--- src/rtl/play_time_counter_if.sv ---
// Run/clear controls and BCD time digit bus shared by the player FSM,
// play_time_counter and the display decoders.
interface play_time_counter_if;
  logic       run;
  logic       clear;
  logic [5:0] sec_ones;
  logic [5:0] sec_tens;
  logic [5:0] min_ones;
  logic [5:0] min_tens;
  logic       sec_tick;
  logic       wrapped;

  modport master (
    output run, clear,
    input  sec_ones, sec_tens, min_ones, min_tens, sec_tick, wrapped
  );

  modport slave (
    input  run, clear,
    output sec_ones, sec_tens, min_ones, min_tens, sec_tick, wrapped
  );
endinterface

--- src/rtl/play_time_counter.sv ---
// Elapsed play time counter (MM:SS, 00:00..99:59) with BCD digit outputs.
// Define LEADING_ZERO_BLANK_EN to blank a leading zero in the minutes-tens digit.
module play_time_counter #(
  parameter int unsigned CLKS_PER_SEC = 50_000_000
) (
  input logic              clk,
  input logic              rst_n,
  play_time_counter_if.slave bus
);

  localparam int unsigned PW = $clog2(CLKS_PER_SEC);
  localparam logic [PW-1:0] PRESC_LAST = PW'(CLKS_PER_SEC - 1);

  logic [PW-1:0] presc;
  logic [3:0]    s1;
  logic [3:0]    s10;
  logic [3:0]    m1;
  logic [3:0]    m10;
  logic          tick;
  logic          wrap;

  always_ff @(posedge clk or negedge rst_n) begin
    if (!rst_n) begin
      presc <= '0;
      s1    <= '0;
      s10   <= '0;
      m1    <= '0;
      m10   <= '0;
      tick  <= 1'b0;
      wrap  <= 1'b0;
    end else if (bus.clear) begin
      // clear wins over a coincident terminal count: no tick or wrap escapes
      presc <= '0;
      s1    <= '0;
      s10   <= '0;
      m1    <= '0;
      m10   <= '0;
      tick  <= 1'b0;
      wrap  <= 1'b0;
    end else begin
      tick <= 1'b0;
      wrap <= 1'b0;
      if (bus.run) begin
        if (presc == PRESC_LAST) begin
          presc <= '0;
          tick  <= 1'b1;
          if (s1 == 4'd9) begin
            s1 <= '0;
            if (s10 == 4'd5) begin
              s10 <= '0;
              if (m1 == 4'd9) begin
                m1 <= '0;
                if (m10 == 4'd9) begin
                  m10  <= '0;
                  wrap <= 1'b1;
                end else begin
                  m10 <= m10 + 4'd1;
                end
              end else begin
                m1 <= m1 + 4'd1;
              end
            end else begin
              s10 <= s10 + 4'd1;
            end
          end else begin
            s1 <= s1 + 4'd1;
          end
        end else begin
          presc <= presc + PW'(1);
        end
      end
    end
  end

  assign bus.sec_ones = {2'b00, s1};
  assign bus.sec_tens = {2'b00, s10};
  assign bus.min_ones = {2'b00, m1};
`ifdef LEADING_ZERO_BLANK_EN
  assign bus.min_tens = (m10 == 4'd0) ? 6'd63 : {2'b00, m10};
`else
  assign bus.min_tens = {2'b00, m10};
`endif
  assign bus.sec_tick = tick;
  assign bus.wrapped  = wrap;

endmodule
--- src/flat_wrapper.sv ---
// flat-port wrapper written by rule: the top's interface ports become plain ports
module play_time_counter_flat 
#(
  parameter int unsigned CLKS_PER_SEC = 50_000_000
)
  (clk, rst_n, bus_run, bus_clear, bus_sec_ones, bus_sec_tens, bus_min_ones, bus_min_tens, bus_sec_tick, bus_wrapped);
  play_time_counter_if bus_i ();
  input logic clk;
  input logic rst_n;
  input wire logic [$bits(bus_i.run)-1:0] bus_run;
  input wire logic [$bits(bus_i.clear)-1:0] bus_clear;
  output wire logic [$bits(bus_i.sec_ones)-1:0] bus_sec_ones;
  output wire logic [$bits(bus_i.sec_tens)-1:0] bus_sec_tens;
  output wire logic [$bits(bus_i.min_ones)-1:0] bus_min_ones;
  output wire logic [$bits(bus_i.min_tens)-1:0] bus_min_tens;
  output wire logic [$bits(bus_i.sec_tick)-1:0] bus_sec_tick;
  output wire logic [$bits(bus_i.wrapped)-1:0] bus_wrapped;
  assign bus_i.run = bus_run;
  assign bus_i.clear = bus_clear;
  assign bus_sec_ones = bus_i.sec_ones;
  assign bus_sec_tens = bus_i.sec_tens;
  assign bus_min_ones = bus_i.min_ones;
  assign bus_min_tens = bus_i.min_tens;
  assign bus_sec_tick = bus_i.sec_tick;
  assign bus_wrapped = bus_i.wrapped;
  play_time_counter #(.CLKS_PER_SEC(CLKS_PER_SEC)) u_core (.clk(clk), .rst_n(rst_n), .bus(bus_i));
endmodule
--- config.mk ---
export PLATFORM = sky130hd
export DESIGN_NAME = play_time_counter_flat
export DESIGN_NICKNAME = d
export VERILOG_FILES = /design/src/rtl/play_time_counter_if.sv /design/src/rtl/play_time_counter.sv /design/src/flat_wrapper.sv
export SDC_FILE = /design/constraint.sdc
export NUM_CORES = 1
export LEC_CHECK = 0
export ABC_AREA = 1
export CORE_AREA = 3 3 78 80
export DETAILED_ROUTE_END_ITERATION = 6
export DIE_AREA = 0 0 81 83
export PLACE_DENSITY = 0.72
export REMOVE_ABC_BUFFERS = 1
export SYNTH_ARGS = -nofsm -noshare
export SYNTH_HDL_FRONTEND = slang
export SYNTH_SLANG_ARGS = --single-unit
--- constraint.sdc ---
create_clock -name clk -period 3.5 [get_ports clk]
set_input_delay 0.525 -clock clk [delete_from_list [all_inputs] [get_ports clk]]
set_output_delay 0.525 -clock clk [all_outputs]
set_load 0.01 [all_outputs]
# --- Word-level counts from Yosys, hierarchy flattened ---
# Index checks and enable logic that the tools add are counted.
op_classes:
  n_addsub: 5
  mul: 0
  div: 0
  n_lt_le_gt_ge: 0
  n_eq_ne: 5
  shifts: 0
  mux: 35
  bitwise_logic: 0
  n_reduce_logical: 9
op_table:
  columns: ["operator", "count"]
  rows:
  - ["two-way mux 4 bit", 22]
  - ["two-way mux 26 bit", 3]
  - ["adder 26 x 1 -> 26 bit (second input constant)", 1]
  - ["== test 26 bit (second input constant)", 1]
  - ["adder 4 x 1 -> 4 bit (second input constant)", 4]
  - ["== test 4 bit (second input constant)", 3]
  - ["two-way mux 1 bit", 10]
  - ["nonzero test 2 bit", 5]
  - ["AND reduction 5 bit", 1]
  - ["== test 4 x 3 -> 1 bit (second input constant)", 1]
  - ["AND reduction 4 bit", 1]
  - ["AND reduction 3 bit", 1]
  - ["AND reduction 2 bit", 1]
totals:
  regBits: 44
  latch_bits: 0
  mem_bits_rw: 0
  romBits: 0
  inputBits: 4
  n_memories: 0

# --- Logic depth before layout (Yosys ltp) ---
depth:
  ltp_word: 8
  depth_mapped: 11
  ltp_nobuf: 10

# --- Worst setup path before layout ---
# Ideal clock, no wire load.
synth_timing:
  path_kind: "register -> register"
  startpoint: "register u_core.s10[0]"
  endpoint: "register u_core.s10[1]"
  setup_time_ps: 74
  t_arrival_ps: 1550
  setup_slack_ps: 1876
  path_stages_with_launch: 8
  path_buffers: 0
  synth_period_minus_slack_ps: 1624
  path_cell_list: "dfrtp_1 > ha_1 > nand2_1 > nor2_1 > nor2_1 > clkinv_1 > or2_2 > o21ai_2"
synth_via:
  elab_chain_cells: 6
synth_lines:
  columns: ["item", "line", "text"]
  rows:
  - ["from (decl)", "play_time_counter.sv:16", "logic [3:0] s10;"]
  - ["from (signal assigned)", "play_time_counter.sv:63", "s10 <= s10 + 4'd1;"]
  - ["adder 4 x 1 -> 4 bit / == test 4 x 3 -> 1 bit (equally long branches)", "play_time_counter.sv:63, play_time_counter.sv:49", null]
  - ["two-way mux 4 bit (*)", "play_time_counter.sv:49", "if (s10 == 4'd5) begin"]
  - ["two-way mux 4 bit (*)", "play_time_counter.sv:47", "if (s1 == 4'd9) begin"]
  - ["two-way mux 4 bit (*)", "play_time_counter.sv:44", "if (presc == PRESC_LAST) begin"]
  - ["two-way mux 4 bit (*)", "play_time_counter.sv:43", "if (bus.run) begin"]
  - ["two-way mux 4 bit (*)", "play_time_counter.sv:31", "end else if (bus.clear) begin"]
# Every way passes the cells marked *; elsewhere a longest branch is shown, timed or not. The select of a mux whose other input is x is not followed.
# A chain may end at the register's enable or synchronous reset.

# --- Worst setup path in the final report ---
layout_timing:
  startpoint: "input port bus_run"
  endpoint: "register u_core.presc[17]"
layout_via:
  elab_chain_cells: 1
layout_lines:
  columns: ["item", "line", "text"]
  rows:
  - ["from (decl)", "flat_wrapper.sv:10", "input wire logic [$bits(bus_i.run)-1:0] bus_run;"]
  - ["nonzero test 2 bit (no source line)", null, null]
  - ["to (signal assigned)", "play_time_counter.sv:69", "presc <= presc + PW'(1);"]
  - ["to (decl)", "play_time_counter.sv:14", "logic [PW-1:0] presc;"]
# Every way passes these cells.

==> impl_metrics.ini <==
[yosys]
synth_top_area_frac = 0.3968
syn-cell-area_um2 = 2775
ys_seq_elements = 44
synth_area_leader_cell = dfrtp_1
yosysUniqueCellTypes = 38
syn-mean-instance-area_um2 = 7.562
ys_async_sr_fraction = 1.000
dominantRegCellSynth = dfrtp_1
synth_edf_count = 0
ys_seq_area_frac = 0.3968
syn_inst = 367
synth_area_leaders = dfrtp_1 40%, nand2_1 13%, nor2_1 7.7%, ha_1 4.1%, nand4_1 3.8%
synth_warnings = 0

[power]
power_frac_comb = 0.140
peakVddDrop_mv = 0.2726
p_switching_mw = 0.3078
power.density_nw_per_um2 = 366.6
p_int_mw = 0.8357
p_sw_frac = 0.2692
p_total_mw = 1.144
p_leak_nw = 1.316
pwr-share-seq = 0.497
clkPwrFrac = 0.363

[place]
port-buffer-count = 21
place_inst = 454
gp_congestion = 0.8465
place_area_um2 = 2998
dp_hpwl_um = 4470

[clock_network]
cts_buffers = 5
cts.sinks = 44
cts_buffer_depth = 2
clock-root-buffer = clkbuf_8
h-tree-depth = 2
cts_hold_buf = 0
clock_latency_ns = 0.30
post_cts_buffers = 0
ctsResizeCount = 0
cts_tree = done
path_clk_slew_ns = 0.08

[final_layout]
area_delta_synth_final_pct = 12.40
nNetsFinal = 402
final_area_um2 = 3119
final_common_cell = nand2_1
layout_common_cells = 95 x nand2_1, 57 x nor2_1, 44 x dfrtp_1
drive_gt1_frac = 0.1000
n_antenna_cell = 0
final_cells = 462

[routing]
viasPerCell = 5.225
routed_wl_um = 6074
drc = 0
via_count = 2414
wl_per_cell_um = 13.15
drt_iter0_markers = 126
drt-pass1-iter-count = 4
postRouteAntennaNets = 0

[worst_setup_path]
cp.arrival_ns = 2.54
critPathBufInv = 2
critical_path.top_delay_family = simple AND/OR/NAND/NOR gates
crit_required_ns = 3.66
worstPathCellList = clkdlybuf4s50_1 > nor2_1 > inv_2 > nand2_1 > nor2_4 > nand2_2 > nor2_2 > nand2_1 > nand2_1 > nand2_1 > nor2_1
timing.critical_path.to_type = flip-flop
crit_path_max_fanout = 11
cpMaxStageDelayCell = nor2_1
cp_common_cell = nand2_1
cp-start-kind = input port
crit_path_max_incr_delay_ns = 0.71
critical_path_class = input port to flip-flop

[sta]
drv_slew = 0
layout_worst_path_cycle_share = 0.6782
fmax_ghz = 0.4213
period_minus_slack_ns = 2.374
timing.hold.ws_ns = 0.3902
finClkSkew_ns = 0.008848
tns_ns = 0
finalSetupViolCount = 0
relSlewSlack = 0.3403
tightestPinTransition_ns = 0.9895
finalHoldViolations = 0
rsz0062_at_grt = false

[global_route]
overflow = 0
grt_use_total = 0.2025
grt_pass1_vias = 2340
grt_max_degree = 45
grt_pass1_wl_um = 10830
grt_antenna_before_repair = 0

[floorplanning]
core_um2 = 5473
ios = 30
die_area_um2 = 6723
die_w_um = 81
start_util = 0.5071
die_height_um = 83
row_count = 27

[outcome]
status = complete, no violations

[worst_hold_path]
hold_path.class = input port to asynchronous set/reset pin

[flow_run]
cap_violations = 0
-- cell usage after synthesis, types with 4 or more instances --
master and count:
inv_2 6, buf_4 9, ha_1 9, a21oi_1 8, inv_1 22, dfrtp_1 44, nand2_1 95, nor2_2 7
nand4_1 17, nand3_1 21, o21ai_1 6, xnor2_1 6, nor2_1 57, nor3b_1 4, nand2_2 4, xor2_1 8
nor3_1 13
-- area by class of cell --
type,count,area (um2)
fillers,525,2354
multi-input cells,288,1493
flip-flops and latches,44,1101
repair buffers,21,205.2
inverters,29,108.9
well taps,72,90.09
clock buffers,6,82.58
clock inverters,2,38.79
-- cells by family (layout without fill, tap and decap cells) --
kind of cell,Yosys count,in the layout,synth area share
AO/OA/AOI/OAI,24,24,0.05185
XOR/XNOR,14,14,0.04418
buffers and inverters,42,58,0.07484
other,1,8,0.001351
adder cells (fa/ha/maj),9,9,0.04058
AND/OR/NAND/NOR,233,233,0.3904
flip-flops,44,44,0.3968
-- metrics by stage --
stage | setup slack, ns | utilization
after floorplan | 1.739 | -
after global placement | 0.8771 | 0.5478
after detailed placement | 0.7847 | 0.5478
after CTS | 1.099 | 0.5700
after global routing | 0.9114 | 0.5700
final | 1.126 | 0.5700
-- worst paths after layout --
check	startpoint	to	slack (ns)	cells past startpoint
max in group asynchronous	rst_n	u_core.presc[16]$_DFFE_PN0N_	2.51	1
worst max register to register	u_core.presc[1]$_DFFE_PN0N_	u_core.m10[1]$_DFFE_PN0P_	1.43	8
worst max-delay path	bus_run	u_core.presc[17]$_DFFE_PN0N_	1.13	11
min in group clk	u_core.m1[3]$_DFFE_PN0P_	u_core.m1[3]$_DFFE_PN0P_	0.56	2
worst min register to register	u_core.m1[3]$_DFFE_PN0P_	u_core.m1[3]$_DFFE_PN0P_	0.56	2
worst min-delay path	rst_n	u_core.presc[13]$_DFFE_PN0N_	0.39	1
-- sequential cells by signal (all words and copies together) (netlist names) --
register and cells:
u_core.s1 4, u_core.s10 4, u_core.m1 4, u_core.m10 4, u_core.bus.sec_tick 1, u_core.bus.wrapped 1, u_core.presc 26
-- metal layers --
metal | routed length [um] | GRT usage | share of wire | up-vias
met4 | 116 | 0.06144 | 0.019 | 0
met2 | 2826 | 0.3167 | 0.47 | 42
met5 | 0 | 0 | 0 | -
met1 | 2941 | 0.2728 | 0.48 | 1147
li1 | - | - | - | 1214
met3 | 189 | 0.05206 | 0.031 | 11
-- power by group through the flow --
stage | Clock (mW) | Combinational, mW | Sequential [mW]
2_1_floorplan | 0 | 0.0843 | 0.581
3_3_place_gp | 0 | 0.158 | 0.579
3_5_place_dp | 0 | 0.162 | 0.579
4_1_cts | 0.425 | 0.163 | 0.569
5_1_grt | 0.450 | 0.185 | 0.576
6_report | 0.415 | 0.160 | 0.569
(Power assumes the default switching activity.)
